$ cat src/rtl/ads78xx_pkg.sv
// Shared types and elaboration-time helpers for the ADS78xx multi-channel controller.
package ads78xx_pkg;

  typedef enum logic [1:0] {
    IDLE  = 2'd0,
    SETUP = 2'd1,
    SHIFT = 2'd2,
    QUIET = 2'd3
  } state_e;

  localparam int MAX_FRAME_BITS = 64;

  function automatic int frame_bits(input int data_w, input int lead, input int trail);
    return lead + data_w + trail;
  endfunction

  // Bit k set when frame bit k carries conversion data.
  function automatic logic [MAX_FRAME_BITS-1:0] data_mask(input int lead, input int data_w);
    logic [MAX_FRAME_BITS-1:0] m;
    m = '0;
    for (int k = 0; k < MAX_FRAME_BITS; k++) begin
      if (k >= lead && k < lead + data_w) m[k] = 1'b1;
    end
    return m;
  endfunction

  function automatic bit params_ok(input int data_w, input int lead, input int trail,
                                   input int n_ch, input int clk_div, input int cs_setup,
                                   input int quiet_cyc, input int sample_period);
    int fb;
    int len;
    fb  = frame_bits(data_w, lead, trail);
    len = cs_setup + 2 * clk_div * fb;
    return (data_w >= 8) && (data_w <= 16) && (n_ch >= 1) && (n_ch <= 8) &&
           (clk_div >= 1) && (cs_setup >= 1) && (quiet_cyc >= 1) &&
           (sample_period > len) && (fb <= MAX_FRAME_BITS);
  endfunction

endpackage

$ cat src/rtl/ads78xx_sclk_gen.sv
// SCLK divider for the SHIFT phase: low half then high half per bit, with a
// mid-bit sample strobe, an end-of-frame strobe and the current bit index.
module ads78xx_sclk_gen
  import ads78xx_pkg::*;
#(
  parameter int CLK_DIV    = 2,
  parameter int FRAME_BITS = 16,
  parameter int BIT_W      = 4
) (
  input  logic             clk_i,
  input  logic             rst_i,
  input  logic             en_i,
  output logic             sclk_o,
  output logic             rise_o,
  output logic             last_o,
  output logic [BIT_W-1:0] bit_o
);

  localparam int DIV_W = (CLK_DIV > 1) ? $clog2(CLK_DIV) : 1;

  logic [DIV_W-1:0] div_q, div_d;
  logic             phase_q, phase_d;
  logic [BIT_W-1:0] bit_q, bit_d;
  logic             half_end;

  assign half_end = (div_q == DIV_W'(CLK_DIV - 1));

  always_comb begin
    div_d   = div_q;
    phase_d = phase_q;
    bit_d   = bit_q;
    if (!en_i) begin
      div_d   = '0;
      phase_d = 1'b0;
      bit_d   = '0;
    end else if (half_end) begin
      div_d   = '0;
      phase_d = ~phase_q;
      if (phase_q) bit_d = bit_q + BIT_W'(1);
    end else begin
      div_d = div_q + DIV_W'(1);
    end
  end

  always_ff @(posedge clk_i) begin
    if (rst_i) begin
      div_q   <= '0;
      phase_q <= 1'b0;
      bit_q   <= '0;
    end else begin
      div_q   <= div_d;
      phase_q <= phase_d;
      bit_q   <= bit_d;
    end
  end

  // phase 0 is the low half; outside SHIFT the line idles high
  assign sclk_o = ~(en_i & ~phase_q);
  assign rise_o = en_i & ~phase_q & half_end;
  assign last_o = en_i & phase_q & half_end & (bit_q == BIT_W'(FRAME_BITS - 1));
  assign bit_o  = bit_q;

endmodule

$ cat src/rtl/ads78xx_multi_ctrl.sv
// Controller for N_CH ADS78xx ADCs sharing SCLK/nCS; captures all SDO lines in
// parallel and presents one aligned sample vector per frame.
module ads78xx_multi_ctrl
  import ads78xx_pkg::*;
#(
  parameter int DATA_W        = 12,
  parameter int LEAD_ZEROS    = 2,
  parameter int TRAIL_ZEROS   = 2,
  parameter int N_CH          = 4,
  parameter int CLK_DIV       = 2,
  parameter int CS_SETUP      = 2,
  parameter int QUIET_CYC     = 4,
  parameter int SAMPLE_PERIOD = 200,
  parameter int TWOS_COMP     = 0
) (
  input  logic                   clk_i,
  input  logic                   rst_i,
  input  logic                   start_i,
  input  logic                   cont_en_i,
  input  logic [N_CH-1:0]        adc_sdo_i,
  output logic                   adc_sclk_o,
  output logic                   adc_ncs_o,
  output logic [N_CH*DATA_W-1:0] adc_data_o,
  output logic                   data_valid_o,
  output logic                   busy_o,
  output logic                   overrun_o
);

  localparam int FB      = frame_bits(DATA_W, LEAD_ZEROS, TRAIL_ZEROS);
  localparam int BIT_W   = $clog2(FB);
  localparam int CNT_MAX = (CS_SETUP > QUIET_CYC) ? CS_SETUP : QUIET_CYC;
  localparam int CNT_W   = (CNT_MAX > 1) ? $clog2(CNT_MAX) : 1;
  localparam int TMR_W   = $clog2(SAMPLE_PERIOD);
  localparam logic [MAX_FRAME_BITS-1:0] DATA_MASK = data_mask(LEAD_ZEROS, DATA_W);
  localparam logic [DATA_W-1:0] MSB_FLIP =
    (TWOS_COMP != 0) ? {1'b1, {(DATA_W-1){1'b0}}} : '0;

  if (!params_ok(DATA_W, LEAD_ZEROS, TRAIL_ZEROS, N_CH, CLK_DIV, CS_SETUP,
                 QUIET_CYC, SAMPLE_PERIOD)) begin : g_param_err
    $error("ads78xx_multi_ctrl: illegal parameter combination");
  end

  state_e             state_q, state_d;
  logic [CNT_W-1:0]   cnt_q, cnt_d;
  logic [TMR_W-1:0]   timer_q;
  logic               tick, trig, load;
  logic               sclk, rise, last;
  logic [BIT_W-1:0]   bit_idx;
  logic [DATA_W-1:0]  sr_q [N_CH];
  logic [N_CH*DATA_W-1:0] adc_data_q;
  logic               data_valid_q, overrun_q;

  // Timer is held at 0 while disabled, so the enabling cycle ticks at once.
  assign tick = cont_en_i & (timer_q == '0);
  assign trig = cont_en_i ? tick : start_i;

  always_ff @(posedge clk_i) begin
    if (rst_i || !cont_en_i)                     timer_q <= '0;
    else if (timer_q == TMR_W'(SAMPLE_PERIOD-1)) timer_q <= '0;
    else                                         timer_q <= timer_q + TMR_W'(1);
  end

  always_comb begin
    state_d = state_q;
    cnt_d   = cnt_q;
    load    = 1'b0;
    case (state_q)
      IDLE: begin
        cnt_d = '0;
        if (trig) state_d = SETUP;
      end
      SETUP: begin
        if (cnt_q == CNT_W'(CS_SETUP-1)) begin
          cnt_d   = '0;
          state_d = SHIFT;
        end else begin
          cnt_d = cnt_q + CNT_W'(1);
        end
      end
      SHIFT: begin
        cnt_d = '0;
        if (last) begin
          load    = 1'b1;
          state_d = QUIET;
        end
      end
      QUIET: begin
        if (cnt_q == CNT_W'(QUIET_CYC-1)) begin
          cnt_d   = '0;
          state_d = IDLE;
        end else begin
          cnt_d = cnt_q + CNT_W'(1);
        end
      end
      default: state_d = IDLE;
    endcase
  end

  always_ff @(posedge clk_i) begin
    if (rst_i) begin
      state_q <= IDLE;
      cnt_q   <= '0;
    end else begin
      state_q <= state_d;
      cnt_q   <= cnt_d;
    end
  end

  ads78xx_sclk_gen #(
    .CLK_DIV    (CLK_DIV),
    .FRAME_BITS (FB),
    .BIT_W      (BIT_W)
  ) u_sclk_gen (
    .clk_i  (clk_i),
    .rst_i  (rst_i),
    .en_i   (state_q == SHIFT),
    .sclk_o (sclk),
    .rise_o (rise),
    .last_o (last),
    .bit_o  (bit_idx)
  );

  for (genvar g = 0; g < N_CH; g++) begin : g_ch
    always_ff @(posedge clk_i) begin
      if (rst_i)                           sr_q[g] <= '0;
      else if (rise && DATA_MASK[bit_idx]) sr_q[g] <= {sr_q[g][DATA_W-2:0], adc_sdo_i[g]};
    end
  end

  always_ff @(posedge clk_i) begin
    if (rst_i) begin
      adc_data_q   <= '0;
      data_valid_q <= 1'b0;
    end else begin
      data_valid_q <= load;
      if (load) begin
        for (int i = 0; i < N_CH; i++) adc_data_q[i*DATA_W +: DATA_W] <= sr_q[i] ^ MSB_FLIP;
      end
    end
  end

  // Sticky until the continuous mode is switched off.
  always_ff @(posedge clk_i) begin
    if (rst_i || !cont_en_i)          overrun_q <= 1'b0;
    else if (tick && state_q != IDLE) overrun_q <= 1'b1;
  end

  assign adc_sclk_o   = sclk;
  assign adc_ncs_o    = ~((state_q == SETUP) || (state_q == SHIFT));
  assign adc_data_o   = adc_data_q;
  assign data_valid_o = data_valid_q;
  assign busy_o       = (state_q != IDLE);
  assign overrun_o    = overrun_q;

endmodule

$ cat config.mk
export PLATFORM = sky130hd
export DESIGN_NAME = ads78xx_multi_ctrl
export DESIGN_NICKNAME = d
export VERILOG_FILES = /design/src/rtl/ads78xx_pkg.sv /design/src/rtl/ads78xx_sclk_gen.sv /design/src/rtl/ads78xx_multi_ctrl.sv
export SDC_FILE = /design/constraint.sdc
export NUM_CORES = 1
export LEC_CHECK = 0
export ABC_AREA = 1
export CORE_ASPECT_RATIO = 1.2
export CORE_MARGIN = 2
export CORE_UTILIZATION = 55
export CTS_CLUSTER_DIAMETER = 200
export DETAILED_ROUTE_END_ITERATION = 12
export PLACE_DENSITY = 0.8
export SYNTH_ARGS = -nofsm -noshare
export SYNTH_HDL_FRONTEND = slang
export SYNTH_SLANG_ARGS = --single-unit
$ cat constraint.sdc
create_clock -name clk_i -period 4.3 [get_ports clk_i]
set_input_delay 0.86 -clock clk_i [delete_from_list [all_inputs] [get_ports clk_i]]
set_output_delay 0.86 -clock clk_i [all_outputs]
set_load 0.1 [all_outputs]
==> flow_metrics.env <==
export IMPL_max_freq_ghz=0.293
export IMPL_fin_crit_ns=3.41
export IMPL_synth_xor_area_share=0.00943
export IMPL_required_ns=3.44
export IMPL_r2r_cells=9
export IMPL_cts_root_buf="clkbuf_8"
export IMPL_coreArea_mm2=0.00815
export IMPL_ant_nets=0
export IMPL_antenna_found_initial=0
export IMPL_drive_above_1_share=0.134
export IMPL_setup_tns_ns=0
export IMPL_relSlewSlack=0.327
export IMPL_syn_area_mm2=0.00464
export IMPL_viasPerCell=4.90
export IMPL_cts_tree="built"
export IMPL_synthFlopType="dfxtp_1"
export IMPL_area_delta_synth_final_pct=25.7
export IMPL_slew_violations=0
export IMPL_nNetsFinal=550
export IMPL_grt_max_degree=49
export IMPL_syn_area_per_cell_um2=9.94
export IMPL_synthArstFlopShare=0
export IMPL_end_kind="primary output"
export IMPL_first_pass_iters=4
export IMPL_grt_pass1_vias=3153
export IMPL_numPortBuffers=60
export IMPL_synth_top_area_cell="edfxtp_1"
export IMPL_rows=36
export IMPL_clock_sinks=117
export IMPL_synth_edf_count=48
export IMPL_htree_num_levels=4
export IMPL_synth_fa_ha_area_frac=0.0323
export IMPL_drtIter0Drc=218
export IMPL_wl_per_cell_um=12.9
export IMPL_num_antenna_cells=0
export IMPL_ys_top_cells_by_area="edfxtp_1 (31%), dfxtp_1 (30%), nor2_1 (7.0%), inv_1 (6.1%), a21oi_2 (6.0%)"
export IMPL_hp_class="reg -> reg"
export IMPL_synth_compound_area_frac=0.141
export IMPL_grt_pass1_wl_mm=13.9
export IMPL_met2_usage=0.305
export IMPL_ir_drop_uv=308
export IMPL_start_kind="flop"
export IMPL_track_usage=0.197
export IMPL_period_share=0.794
export IMPL_cts_buffers=17
export IMPL_hold_ws_ns=0.458
export IMPL_holdPathStages=1
export IMPL_ys_seq_elements=117
export IMPL_synth_warnings=0
export IMPL_grt_busiest_layer="met2"
export IMPL_synthMuxAreaShare=0
export IMPL_p_leak_nw=2.34
export IMPL_dp_final_hpwl_mm=5.36
export IMPL_path_class="reg -> out"
export IMPL_powerDensity_mw_per_mm2=496
export IMPL_rsz0062_at_grt="no"
export IMPL_tightest_slew_ns=1.01
export IMPL_multi_input_area_mm2=0.00139
export IMPL_status="complete, no violations"
export IMPL_worst_clock_skew_ns=0.00925
export IMPL_mostFrequentLayoutCell="nor2_1"
export IMPL_netlist_instances=467
export IMPL_met3_usage=0.0758
export IMPL_synth_top_family_by_area="compound AO/OA/AOI/OAI gates"
export IMPL_die_area_mm2=0.00920
export IMPL_ioPinCount=61
export IMPL_arrival_ns=2.55
export IMPL_synth_simple_area_share=0.115
export IMPL_syn_nets=487
export IMPL_hold_violations=0
export IMPL_remaining_drc_errors=0
export IMPL_nFillCells=604
export IMPL_max_cap_violations=0
export IMPL_regArea_mm2=0.00282
export IMPL_die_y_um=105
export IMPL_wl_mm=8.47
export IMPL_netlist_area_leader_share=0.310
export IMPL_yosysSeqAreaShare=0.608
export IMPL_start_util=0.570
export IMPL_grtUsageMet1=0.245
export IMPL_globalRoute_totalOverflow=0
export IMPL_clock_latency_ns=0.51
export IMPL_setup_viol=0
export IMPL_place_congestion=0.885
export IMPL_cts_buffer_depth=2
export IMPL_num_vias=3217
export IMPL_crit_path_max_fanout=7
export IMPL_holdBufCountCts=0
export IMPL_clk_pin_slew_ns=0.05
export IMPL_cts_resized=0
export IMPL_post_cts_setup_buffers=0
export IMPL_ys_types=28
export IMPL_die_x_um=87.9
export IMPL_mostFrequentLayoutCells="nor2_1 (86), inv_1 (76), dfxtp_1 (69)"
final timing paths:
check | startpoint | endpoint | slack (ns)
min reg2reg | timer_q[0]$_SDFF_PP0_ | timer_q[0]$_SDFF_PP0_ | 0.46
max reg2reg | state_q[0]$_SDFFE_PP0P_ | adc_data_o[36]$_SDFFE_PP0P_ | 1.91
max | state_q[0]$_SDFFE_PP0P_ | adc_sclk_o | 0.89
min | timer_q[0]$_SDFF_PP0_ | timer_q[0]$_SDFF_PP0_ | 0.46
metrics by stage:
step                std cells   util  worst slack (ns)  area (um2)  power [mW]
finish                    657  0.716             0.885        5840        2.90
global route              657  0.716             0.794        5840        3.01
CTS                       657  0.716             0.870        5840        2.92
detailed placement        625  0.647              1.41        5270        1.58
global placement          625  0.647              1.49        5270        1.57
floorplan                 467      -              1.72        4640        1.50
worst max-delay path: stages (launching register included):
cell	delay [ns]
dfxtp_1	0.41
inv_1	0.11
ha_1	0.30
nand2_1	0.10
clkdlybuf4s50_1	1.12
state kept, by name (all words and copies together), names as in the netlist, 2 cells and up, named ones only:
| signal | cells |
|---|---|
| adc_data_o | 48 |
| sr_q | 48 |
| timer_q | 8 |
| u_sclk_gen.bit_o | 4 |
| cnt_q | 2 |
| state_q | 2 |
cell families (layout without fill, tap and decap cells):
kind of cell / after synthesis / in the layout
buffers and inverters: 97 / 173
AO/OA/AOI/OAI: 104 / 104
XOR/XNOR: 5 / 5
AND/OR/NAND/NOR: 132 / 132
flip-flops: 117 / 117
adder cells (fa/ha/maj): 12 / 12
routing by layer:
| metal | vias to the layer above | part of all wire | wire length, um |
|---|---|---|---|
| met4 | 0 | 0.015 | 126 |
| met1 | 1502 | 0.44 | 3720 |
| met3 | 11 | 0.052 | 441 |
| met5 | - | 0 | 0 |
| met2 | 75 | 0.49 | 4180 |
| li1 | 1629 | - | - |
power by group:
part,total (mW),internal [mW],switching [mW]
Clock,1.34,0.874,0.463
Sequential,1.21,1.18,0.0217
Combinational,0.353,0.0946,0.258
Total,2.90,2.15,0.743
layout make-up:
class	count	area share
clock buffers	21	0.0735
clock inverters	11	0.0234
inverters	77	0.0497
multi-input cells	253	0.237
flip-flops and latches	117	0.483
well taps	114	0.0244
repair buffers	64	0.108
cells in the mapped netlist (2+ instances only):
cell	count
nand2_1	27
nor2_1	86
buf_4	4
or2_2	2
xor2_1	4
clkbuf_1	6
buf_6	7
edfxtp_1	48
nand3_1	8
dfxtp_1	69
o21ai_1	30
ha_1	12
o21ai_2	2
inv_1	76
nor3_1	3
a21oi_2	32
a21oi_1	19
o21ai_0	19
nand2_2	2
buf_2	3
Note: power is estimated with default switching activity, not from simulation.
